### src/rtl/mmio_bus_ctrl_if.sv
// CPU data-port bundle between the core (master) and the MMIO bus controller (slave).
// The request fields come from the CPU and the response fields come from the controller.
interface mmio_bus_ctrl_if;
  logic        cpu_req;
  logic        cpu_we;
  logic [31:0] cpu_addr;
  logic [3:0]  cpu_sel;
  logic [31:0] cpu_wdata;
  logic [31:0] cpu_rdata;
  logic        cpu_ack;
  logic        cpu_err;
  logic        cpu_stall;

  modport master (
    output cpu_req, cpu_we, cpu_addr, cpu_sel, cpu_wdata,
    input  cpu_rdata, cpu_ack, cpu_err, cpu_stall
  );

  modport slave (
    input  cpu_req, cpu_we, cpu_addr, cpu_sel, cpu_wdata,
    output cpu_rdata, cpu_ack, cpu_err, cpu_stall
  );
endinterface

### src/rtl/mmio_bus_ctrl.sv
// Sequences CPU data-port accesses onto the ROM data window, GRAM and data RAM.
// It decodes the address, times the read latency of each region and returns one registered ack.
module mmio_bus_ctrl #(
  parameter logic [31:0] ROM_BASE    = 32'h0000_0000,
  parameter logic [31:0] ROM_END     = 32'h0000_1000,
  parameter logic [31:0] GRAM_BASE   = 32'h0000_1000,
  parameter logic [31:0] GRAM_END    = 32'h0000_2000,
  parameter logic [31:0] RAM_BASE    = 32'h0001_0000,
  parameter int unsigned ROM_RD_LAT  = 1,
  parameter int unsigned GRAM_RD_LAT = 1,
  parameter int unsigned RAM_RD_LAT  = 1
) (
  input  logic                  i_clk,
  input  logic                  i_rst_n,
  mmio_bus_ctrl_if.slave        bus,
  output logic [31:0]           o_dev_addr,
  output logic [3:0]            o_dev_sel,
  output logic [31:0]           o_dev_wdata,
  output logic                  o_rom_ce,
  output logic                  o_gram_ce,
  output logic                  o_gram_we,
  output logic                  o_ram_ce,
  output logic                  o_ram_we,
  input  logic [31:0]           i_rom_rdata,
  input  logic [31:0]           i_gram_rdata,
  input  logic [31:0]           i_ram_rdata,
  output logic [7:0]            o_err_count
);

  typedef enum logic [1:0] {IDLE, ACCESS, RESP} state_t;
  typedef enum logic [1:0] {REG_NONE, REG_ROM, REG_GRAM, REG_RAM} region_t;

  localparam logic [3:0] ROM_LAT4  = 4'(ROM_RD_LAT);
  localparam logic [3:0] GRAM_LAT4 = 4'(GRAM_RD_LAT);
  localparam logic [3:0] RAM_LAT4  = 4'(RAM_RD_LAT);

  state_t      r_state;
  state_t      w_next_state;
  region_t     r_region;
  region_t     w_region;
  logic [3:0]  r_count;
  logic        r_we;
  logic        r_err;
  logic [31:0] r_rdata;
  logic [31:0] r_dev_addr;
  logic [3:0]  r_dev_sel;
  logic [31:0] r_dev_wdata;
  logic [7:0]  r_err_count;
  logic [31:0] w_base;
  logic [3:0]  w_lat;
  logic [31:0] w_slave_rdata;
  logic        w_in_rom;
  logic        w_in_gram;
  logic        w_in_ram;

  // Offset compares avoid a redundant "addr >= 0" test when a base is zero.
  assign w_in_rom  = (bus.cpu_addr - ROM_BASE) < (ROM_END - ROM_BASE);
  assign w_in_gram = (bus.cpu_addr - GRAM_BASE) < (GRAM_END - GRAM_BASE);
  assign w_in_ram  = bus.cpu_addr >= RAM_BASE;

  always_comb begin
    w_region = REG_NONE;
    w_base   = 32'h0;
    w_lat    = 4'h0;
    if (w_in_rom) begin
      w_region = REG_ROM;
      w_base   = ROM_BASE;
      w_lat    = ROM_LAT4;
    end else if (w_in_gram) begin
      w_region = REG_GRAM;
      w_base   = GRAM_BASE;
      w_lat    = GRAM_LAT4;
    end else if (w_in_ram) begin
      w_region = REG_RAM;
      w_base   = RAM_BASE;
      w_lat    = RAM_LAT4;
    end
  end

  always_comb begin
    w_slave_rdata = 32'h0;
    case (r_region)
      REG_ROM:  w_slave_rdata = i_rom_rdata;
      REG_GRAM: w_slave_rdata = i_gram_rdata;
      REG_RAM:  w_slave_rdata = i_ram_rdata;
      default:  w_slave_rdata = 32'h0;
    endcase
  end

  always_ff @(posedge i_clk or negedge i_rst_n) begin
    if (!i_rst_n) r_state <= IDLE;
    else          r_state <= w_next_state;
  end

  always_comb begin
    w_next_state = r_state;
    case (r_state)
      IDLE:    if (bus.cpu_req) w_next_state = (w_region == REG_NONE) ? RESP : ACCESS;
      ACCESS:  if (r_count == 4'h0) w_next_state = RESP;
      RESP:    w_next_state = IDLE;
      default: w_next_state = IDLE;
    endcase
  end

  // Request latch, latency counter, return-data capture and error counter.
  always_ff @(posedge i_clk or negedge i_rst_n) begin
    if (!i_rst_n) begin
      r_region    <= REG_NONE;
      r_count     <= 4'h0;
      r_we        <= 1'b0;
      r_err       <= 1'b0;
      r_rdata     <= 32'h0;
      r_dev_addr  <= 32'h0;
      r_dev_sel   <= 4'h0;
      r_dev_wdata <= 32'h0;
      r_err_count <= 8'h0;
    end else begin
      case (r_state)
        IDLE: begin
          if (bus.cpu_req) begin
            r_region    <= w_region;
            r_we        <= bus.cpu_we;
            r_err       <= (w_region == REG_NONE);
            r_rdata     <= 32'h0;
            r_count     <= bus.cpu_we ? 4'h0 : w_lat;
            r_dev_addr  <= bus.cpu_addr - w_base;
            r_dev_sel   <= bus.cpu_sel;
            r_dev_wdata <= bus.cpu_wdata;
          end
        end
        ACCESS: begin
          if (r_count == 4'h0) begin
            if (!r_we) r_rdata <= w_slave_rdata;
          end else begin
            r_count <= r_count - 4'h1;
          end
        end
        RESP: begin
          if (r_err && (r_err_count != 8'hFF)) r_err_count <= r_err_count + 8'h1;
        end
        default: ;
      endcase
    end
  end

  // Writes to the ROM window are decoded as mapped but never reach the ROM.
  always_comb begin
    o_rom_ce      = 1'b0;
    o_gram_ce     = 1'b0;
    o_gram_we     = 1'b0;
    o_ram_ce      = 1'b0;
    o_ram_we      = 1'b0;
    bus.cpu_ack   = 1'b0;
    bus.cpu_err   = 1'b0;
    bus.cpu_rdata = 32'h0;
    case (r_state)
      ACCESS: begin
        case (r_region)
          REG_ROM: o_rom_ce = !r_we;
          REG_GRAM: begin
            o_gram_ce = 1'b1;
            o_gram_we = r_we;
          end
          REG_RAM: begin
            o_ram_ce = 1'b1;
            o_ram_we = r_we;
          end
          default: ;
        endcase
      end
      RESP: begin
        bus.cpu_ack   = 1'b1;
        bus.cpu_err   = r_err;
        bus.cpu_rdata = r_rdata;
      end
      default: ;
    endcase
    bus.cpu_stall = bus.cpu_req & ~bus.cpu_ack;
  end

  assign o_dev_addr  = r_dev_addr;
  assign o_dev_sel   = r_dev_sel;
  assign o_dev_wdata = r_dev_wdata;
  assign o_err_count = r_err_count;

endmodule

### src/flat_wrapper.sv
// flat-port wrapper written by rule: the top's interface ports become plain ports
module mmio_bus_ctrl_flat 
#(
  parameter logic [31:0] ROM_BASE    = 32'h0000_0000,
  parameter logic [31:0] ROM_END     = 32'h0000_1000,
  parameter logic [31:0] GRAM_BASE   = 32'h0000_1000,
  parameter logic [31:0] GRAM_END    = 32'h0000_2000,
  parameter logic [31:0] RAM_BASE    = 32'h0001_0000,
  parameter int unsigned ROM_RD_LAT  = 1,
  parameter int unsigned GRAM_RD_LAT = 1,
  parameter int unsigned RAM_RD_LAT  = 1
)
  (i_clk, i_rst_n, o_dev_addr, o_dev_sel, o_dev_wdata, o_rom_ce, o_gram_ce, o_gram_we, o_ram_ce, o_ram_we, i_rom_rdata, i_gram_rdata, i_ram_rdata, o_err_count, bus_cpu_req, bus_cpu_we, bus_cpu_addr, bus_cpu_sel, bus_cpu_wdata, bus_cpu_rdata, bus_cpu_ack, bus_cpu_err, bus_cpu_stall);
  mmio_bus_ctrl_if bus_i ();
  input  logic i_clk;
  input  logic i_rst_n;
  output logic [31:0] o_dev_addr;
  output logic [3:0] o_dev_sel;
  output logic [31:0] o_dev_wdata;
  output logic o_rom_ce;
  output logic o_gram_ce;
  output logic o_gram_we;
  output logic o_ram_ce;
  output logic o_ram_we;
  input  logic [31:0] i_rom_rdata;
  input  logic [31:0] i_gram_rdata;
  input  logic [31:0] i_ram_rdata;
  output logic [7:0] o_err_count;
  input wire logic [$bits(bus_i.cpu_req)-1:0] bus_cpu_req;
  input wire logic [$bits(bus_i.cpu_we)-1:0] bus_cpu_we;
  input wire logic [$bits(bus_i.cpu_addr)-1:0] bus_cpu_addr;
  input wire logic [$bits(bus_i.cpu_sel)-1:0] bus_cpu_sel;
  input wire logic [$bits(bus_i.cpu_wdata)-1:0] bus_cpu_wdata;
  output wire logic [$bits(bus_i.cpu_rdata)-1:0] bus_cpu_rdata;
  output wire logic [$bits(bus_i.cpu_ack)-1:0] bus_cpu_ack;
  output wire logic [$bits(bus_i.cpu_err)-1:0] bus_cpu_err;
  output wire logic [$bits(bus_i.cpu_stall)-1:0] bus_cpu_stall;
  assign bus_i.cpu_req = bus_cpu_req;
  assign bus_i.cpu_we = bus_cpu_we;
  assign bus_i.cpu_addr = bus_cpu_addr;
  assign bus_i.cpu_sel = bus_cpu_sel;
  assign bus_i.cpu_wdata = bus_cpu_wdata;
  assign bus_cpu_rdata = bus_i.cpu_rdata;
  assign bus_cpu_ack = bus_i.cpu_ack;
  assign bus_cpu_err = bus_i.cpu_err;
  assign bus_cpu_stall = bus_i.cpu_stall;
  mmio_bus_ctrl #(.ROM_BASE(ROM_BASE), .ROM_END(ROM_END), .GRAM_BASE(GRAM_BASE), .GRAM_END(GRAM_END), .RAM_BASE(RAM_BASE), .ROM_RD_LAT(ROM_RD_LAT), .GRAM_RD_LAT(GRAM_RD_LAT), .RAM_RD_LAT(RAM_RD_LAT)) u_core (.i_clk(i_clk), .i_rst_n(i_rst_n), .bus(bus_i), .o_dev_addr(o_dev_addr), .o_dev_sel(o_dev_sel), .o_dev_wdata(o_dev_wdata), .o_rom_ce(o_rom_ce), .o_gram_ce(o_gram_ce), .o_gram_we(o_gram_we), .o_ram_ce(o_ram_ce), .o_ram_we(o_ram_we), .i_rom_rdata(i_rom_rdata), .i_gram_rdata(i_gram_rdata), .i_ram_rdata(i_ram_rdata), .o_err_count(o_err_count));
endmodule
### config.mk
export PLATFORM = sky130hd
export DESIGN_NAME = mmio_bus_ctrl_flat
export DESIGN_NICKNAME = d
export VERILOG_FILES = /design/src/rtl/mmio_bus_ctrl_if.sv /design/src/rtl/mmio_bus_ctrl.sv /design/src/flat_wrapper.sv
export SDC_FILE = /design/constraint.sdc
export NUM_CORES = 1
export LEC_CHECK = 0
export ABC_AREA = 1
export CAP_MARGIN = 20
export CORE_MARGIN = 4
export CORE_UTILIZATION = 38
export DETAILED_ROUTE_END_ITERATION = 10
export GPL_TIMING_DRIVEN = 0
export PLACE_DENSITY_LB_ADDON = 0.3
export SLEW_MARGIN = 40
export SYNTH_ARGS = -nofsm -noshare
export SYNTH_HDL_FRONTEND = slang
export SYNTH_SLANG_ARGS = --single-unit
### constraint.sdc
create_clock -name i_clk -period 2.7 [get_ports i_clk]
set_input_delay 0.27 -clock i_clk [delete_from_list [all_inputs] [get_ports i_clk]]
set_output_delay 0.27 -clock i_clk [all_outputs]
set_load 0.02 [all_outputs]
# Word level (Yosys, flattened, before mapping)
# Index checks and enable logic that the tools add are counted.
[word_totals]
input_bits = 168
wordCells = 75
out_inout_bits = 116
regBits = 118
[op_classes]
magnitude_cmp = 3
addsub = 4
muxes = 35
n_bitwise = 2
n_reduce_logical = 11
eq_ne = 10
[op_table]
columns = ["op", "n"]
rows = [
  ["$mux W32", 6],
  ["$pmux W32 S3", 1],
  ["$lt A32 B13 Y1 const B", 2],
  ["$pmux W32 S2", 1],
  ["$ge A32 B17 Y1 const B", 1],
  ["$sub A32 B13 Y32 const B", 1],
  ["$sub A32 B32 Y32", 1],
  ["$mux W4", 5],
  ["$mux W17", 1],
  ["$mux W1", 13],
  ["$mux W2", 6],
  ["$add A8 B1 Y8 const B", 1],
  ["$ne A8 B8 Y1 const B", 1],
  ["$pmux W4 S2", 1],
  ["$eq A2 B2 Y1 const B", 3],
  ["$ne A2 B2 Y1 const B", 3],
  ["$reduce_and A2 Y1", 3],
  ["$eq A2 B1 Y1 const B", 2],
  ["$logic_not A2 Y1", 2],
  ["$logic_not A4 Y1", 1],
  ["$pmux W2 S2", 1],
  ["$reduce_and A4 Y1", 1],
  ["$sub A4 B1 Y4 const B", 1],
  ["$reduce_and A3 Y1", 1],
  ["other kinds (6)", 6],
]

# Logic depth before layout (Yosys ltp)
[depth]
depth_word = 8
mapped_depth = 25
depth_no_buf = 25

# Worst setup path after synthesis
# OpenSTA, ideal clock, no wires.
[synth_timing]
kind = "input-to-reg"
from = "in bus_cpu_addr[12]"
to = "reg u_core.r_dev_addr[26], in the netlist u_core.o_dev_addr[26]"
setup_ps = 120
arrival_time_ps = 2631
path_buffers = 0
path_slack_ps = -51
stages = 25
required_time_ps = 2580
path_cell_list = "nor2_1 nand2_4 nor2_4 nand2_2 nand2_1 nand2_1 nor2_2 nand3_1 nor2_2 nand2_2 inv_1 ha_1 ha_1 nand2_2 o21ai_2 nand2_1 nor2_1 inv_2 nor2_2 nand2_1 nor2_1 inv_1 o21a_1 o21ai_1 nand2_1"
[synth_between]
elab_chain_cells = 5
elab_cells_between_ends = 8
cone_classes = "add/sub (2); order compare (3); mux (3)"
[synth_lines]
columns = ["item", "line_no", "rtl"]
rows = [
  ["start, declared", "flat_wrapper.sv:31", "input wire logic [$bits(bus_i.cpu_addr)-1:0] bus_cpu_addr;"],
  ["$sub A32 B13 Y32 or $ge A32 B17 Y1 (tied branches)", "mmio_bus_ctrl.sv:58, mmio_bus_ctrl.sv:59", ""],
  ["$lt A32 B13 Y1 or $mux W17 (tied branches)", "mmio_bus_ctrl.sv:58, mmio_bus_ctrl.sv:73", ""],
  ["$mux W32", "mmio_bus_ctrl.sv:69", "end else if (w_in_gram) begin"],
  ["$mux W32", "mmio_bus_ctrl.sv:65", "if (w_in_rom) begin"],
  ["$sub A32 B32 Y32 (*)", "mmio_bus_ctrl.sv:126", "r_dev_addr <= bus.cpu_addr - w_base;"],
  ["end signal, assigned", "mmio_bus_ctrl.sv:126", ""],
  ["end, declared", "mmio_bus_ctrl.sv:45", "logic [31:0] r_dev_addr;"],
]
# Mark *: on every way between the ends. The rest lies on a longest branch, timed or not.
# A chain may end at the register's enable or synchronous reset.

# Worst setup path after layout
[layout_timing]
from = "in bus_cpu_addr[29]"
to = "reg u_core.r_dev_addr[26], in the netlist u_core.o_dev_addr[26]"
[layout_between]
elab_chain_cells = 5
elab_cells_between_ends = 8
cone_classes = "add/sub (2); order compare (3); mux (3)"
[layout_lines]
columns = ["item", "line_no"]
rows = [
  ["$sub A32 B13 Y32 or $ge A32 B17 Y1 (tied branches)", "mmio_bus_ctrl.sv:58, mmio_bus_ctrl.sv:59"],
  ["$lt A32 B13 Y1 or $mux W17 (tied branches)", "mmio_bus_ctrl.sv:58, mmio_bus_ctrl.sv:73"],
  ["$mux W32", "mmio_bus_ctrl.sv:69"],
  ["$mux W32 (*)", "mmio_bus_ctrl.sv:65"],
  ["$sub A32 B32 Y32 (*)", "mmio_bus_ctrl.sv:126"],
]
# Marks and branches as above.

==> summary.txt <==
Pleak = 0.00466 uW
Buffers added on ports = 283
CTS root buf = clkbuf_16
MaxCap Viol Count = 0
Ys async rst share = 1.00
Io pins = 284
Top_reg_cell synth = dfrtp_1
Worst path cell trace = clkdlybuf4s15_2 > nor2_4 > buf_4 > buf_4 > buf_4 > buf_4 > buf_4 > nand2_1 > nor4_4 > ha_1 > o21ai_4 > nand2_4 > nor2_4 > inv_2 > nor2_4 > nand2_2 > nor2_2 > inv_2 > o21a_1 > o21ai_1 > nand2_1
Fin crit share = 0.996
Relative slew slack = 0.567
Top cell by count, worst path = buf_4
Syn_area_per_cell = 7.33 sq um
Syn_nets = 1,020
Seq/Total Area, Yosys = 0.476
Gr ovfl total = 0
Worst min-delay path category = input pin to flip-flop
Number of synthesis warnings = 0
CTS tree = yes
Critical Path Fanout Max = 4
# diodes = 0
Hold violation total from the final report = 0
Layout Utilization = 0.646
Num CTS Buffers = 17
Num rows = 46
Fill count = 1,385
P_int = 5820 uW
Clock Skew = 0.00720 ns
Final HPWL DP = 16.3 mm
Max clock buf depth = 2
Synth unique cells = 34
Area delta synth->final = 66.3%
DR DRC count = 0
Total GRT Usage = 0.228
Nets = 1,343
Final Slew Violations = 0
PD cells = 940 nW/um^2
Via Count = 6,625
RSZ-0062 raised after global routing = yes
Worst-Skew Late Latency = 0.41 ns
Post-Synthesis Cells = 846
Register share of total power = 0.290
Worst-Margin Slew = 0.649 ns
GP Congestion = 0.894
Maximum vdd drop = 0.607 mV
Clock power share = 0.244
Status = completed
Number of enable flip-flop cells after synthesis = 0
Final setup viols = 0
Setup TNS Final = 0 ns
NetSw = 3860 uW
CTS sink count = 118
First-pass GRT wire length = 33.3 mm
Synth top area cells = dfrtp_1 (48%), nand2_1 (19%), nand3_1 (6.4%), nor2_1 (5.5%), inv_1 (4.1%)
Chip height = 136 um
DRT iter0 DRCs = 258
Vias in the first global route = 6,808
Achievable Freq = 372 MHz
Area share of the largest cell type after synthesis = 0.476
Worst-path clk slew = 0.06 ns
Largest net degree at the start of global routing = 68
Net Sw Frac = 0.398
Vias per cell = 4.74
WP data required = 3.00 ns
Crit Path Class = input pin to flip-flop
Combinational power share = 0.466
Fin crit period = 2.69 ns
Crit path DAT = 2.99 ns
Commonest cells post-synth = nand2_1 (321), dfrtp_1 (118), nor2_1 (90)
Full die area = 18,400 sq um
Post-Syn Area = 6200 sq um
Final wirelength = 21.3 mm
Fraction of layout cells with a size suffix above 1 = 0.132
#FFs+latches synth = 118
Routed Antenna Nets = 0
First-pass detailed-route iteration total = 4
Die width = 136 um
Hold Slack = 0.184 ns
Total core area = 15,900 sq um
CP peak stage delay = 0.39 ns
CTS H-tree lvls = 4
Initial antenna violation count = 0
Startpoint types = input pin
Area leader, netlist = dfrtp_1
Initial core utilization = 0.389
Routed WL per cell = 15.3 um
Cell with the most instances after synthesis = nand2_1
CP max stage cell = ha_1
CP endpoint kind = flip-flop
power groups by stage:
stage	registers, uW	logic [uW]	clock network (uW)
after floorplan	3380	1840	0
after global placement	2810	4450	0
after detailed placement	2810	4520	0
after CTS	2810	4560	2400
after global routing	2890	4980	2490
final	2810	4510	2360
stage by stage:
| step | setup WS, ns | instances | total power [uW] | cell area (sq um) |
|---|---|---|---|---|
| final | 0.00949 | 1398 | 9680 | 10300 |
| after global placement | -3.31 | 1345 | 7260 | 9310 |
| after CTS | -0.0108 | 1393 | 9770 | 10300 |
| after global routing | -0.191 | 1398 | 10400 | 10300 |
| after detailed placement | -1.17 | 1346 | 7330 | 9340 |
| after floorplan | 0.0198 | 846 | 5220 | 6200 |
final cells by class:
class | count | area [sq um] | share of cell area
buffer | 37 | 156 | 0.0152
tap | 216 | 270 | 0.0262
clock buffer | 18 | 429 | 0.0416
timing repair buffer | 304 | 2950 | 0.286
multi-input combinational | 619 | 3100 | 0.301
clock inverter | 14 | 184 | 0.0178
sequential | 118 | 2950 | 0.287
inverter | 72 | 270 | 0.0262
critical path: cells and delay by family:
family | cells | cell delay (ns)
AOI/OAI and AO/OA | 3 | 0.39
adders and majority gates | 1 | 0.39
and+or+nand+nor | 9 | 1.11
buffers and inverters | 8 | 0.82
registers in the layout, summed over array words and instances (netlist names):
name / cells
u_core.o_err_count: 8
u_core.o_dev_addr: 32
u_core.o_dev_sel: 4
u_core.o_dev_wdata: 32
u_core.r_count: 4
u_core.r_err: 1
u_core.r_rdata: 32
u_core.r_state: 2
u_core.r_region: 2
u_core.r_we: 1
placed cells by master (no fill, tap or decap), types with 2 or more instances in the layout:
cell type / n
nor2_4: 26
ha_1: 4
nor3_1: 6
buf_4: 24
ha_4: 2
buf_2: 18
nand3_2: 4
nand2_1: 310
clkinvlp_4: 4
or2_2: 4
clkbuf_1: 30
nand2_2: 12
nor2_1: 66
bufinv_16: 4
a21oi_4: 2
nand3_1: 76
o21ai_0: 46
clkinv_2: 5
xor2_1: 14
clkbuf_16: 17
inv_1: 63
a21oi_1: 4
nand2_4: 4
a31oi_1: 8
clkdlybuf4s50_1: 262
xnor2_1: 5
nor2_2: 8
inv_2: 9
dfrtp_1: 118
o21ai_1: 7
worst paths after layout:
path / startpoint / endpoint / slack, ns / cells after the start
setup / recovery: bus_cpu_addr[29] / u_core.o_dev_addr[26] / 0.009 / 21
hold / removal: bus_cpu_addr[18] / u_core.o_dev_addr[18] / 0.18 / 3
setup reg to reg: u_core.r_state[0] / u_core.o_dev_addr[4] / 0.71 / 6
hold reg to reg: u_core.o_dev_wdata[29] / u_core.o_dev_wdata[29] / 0.48 / 2
max in group asynchronous: i_rst_n / u_core.o_dev_wdata[22] / 1.67 / 3
min in group asynchronous: i_rst_n / u_core.o_err_count[2] / 0.36 / 2
kinds of logic (layout without fill, tap and decap cells):
kind of cell | after synthesis | after routing | synth area share
AND/OR/NAND/NOR | 521 | 521 | 0.348
flip-flops | 118 | 118 | 0.476
buffers and inverters | 109 | 445 | 0.0686
AO/OA/AOI/OAI | 73 | 73 | 0.0674
XOR/XNOR | 19 | 19 | 0.0269
adder cells (fa/ha/maj) | 6 | 6 | 0.0121
routing by layer:
metal	wire length [um]	GRT usage
met5	0	0
met4	442	0.0801
met1	8560	0.266
met3	2210	0.0895
met2	10100	0.384
what timing repair did:
action / 4_1_cts / 5_1_grt
setup buffers: 14 / 5
endpoints found under the hold margin: 51 / 0
hold buffers: 1 / 0
pin swaps: 24 / 21
gates resized for setup: 118 / 57
setup endpoints to repair: 16 / 8
(Power assumes the default switching activity.)
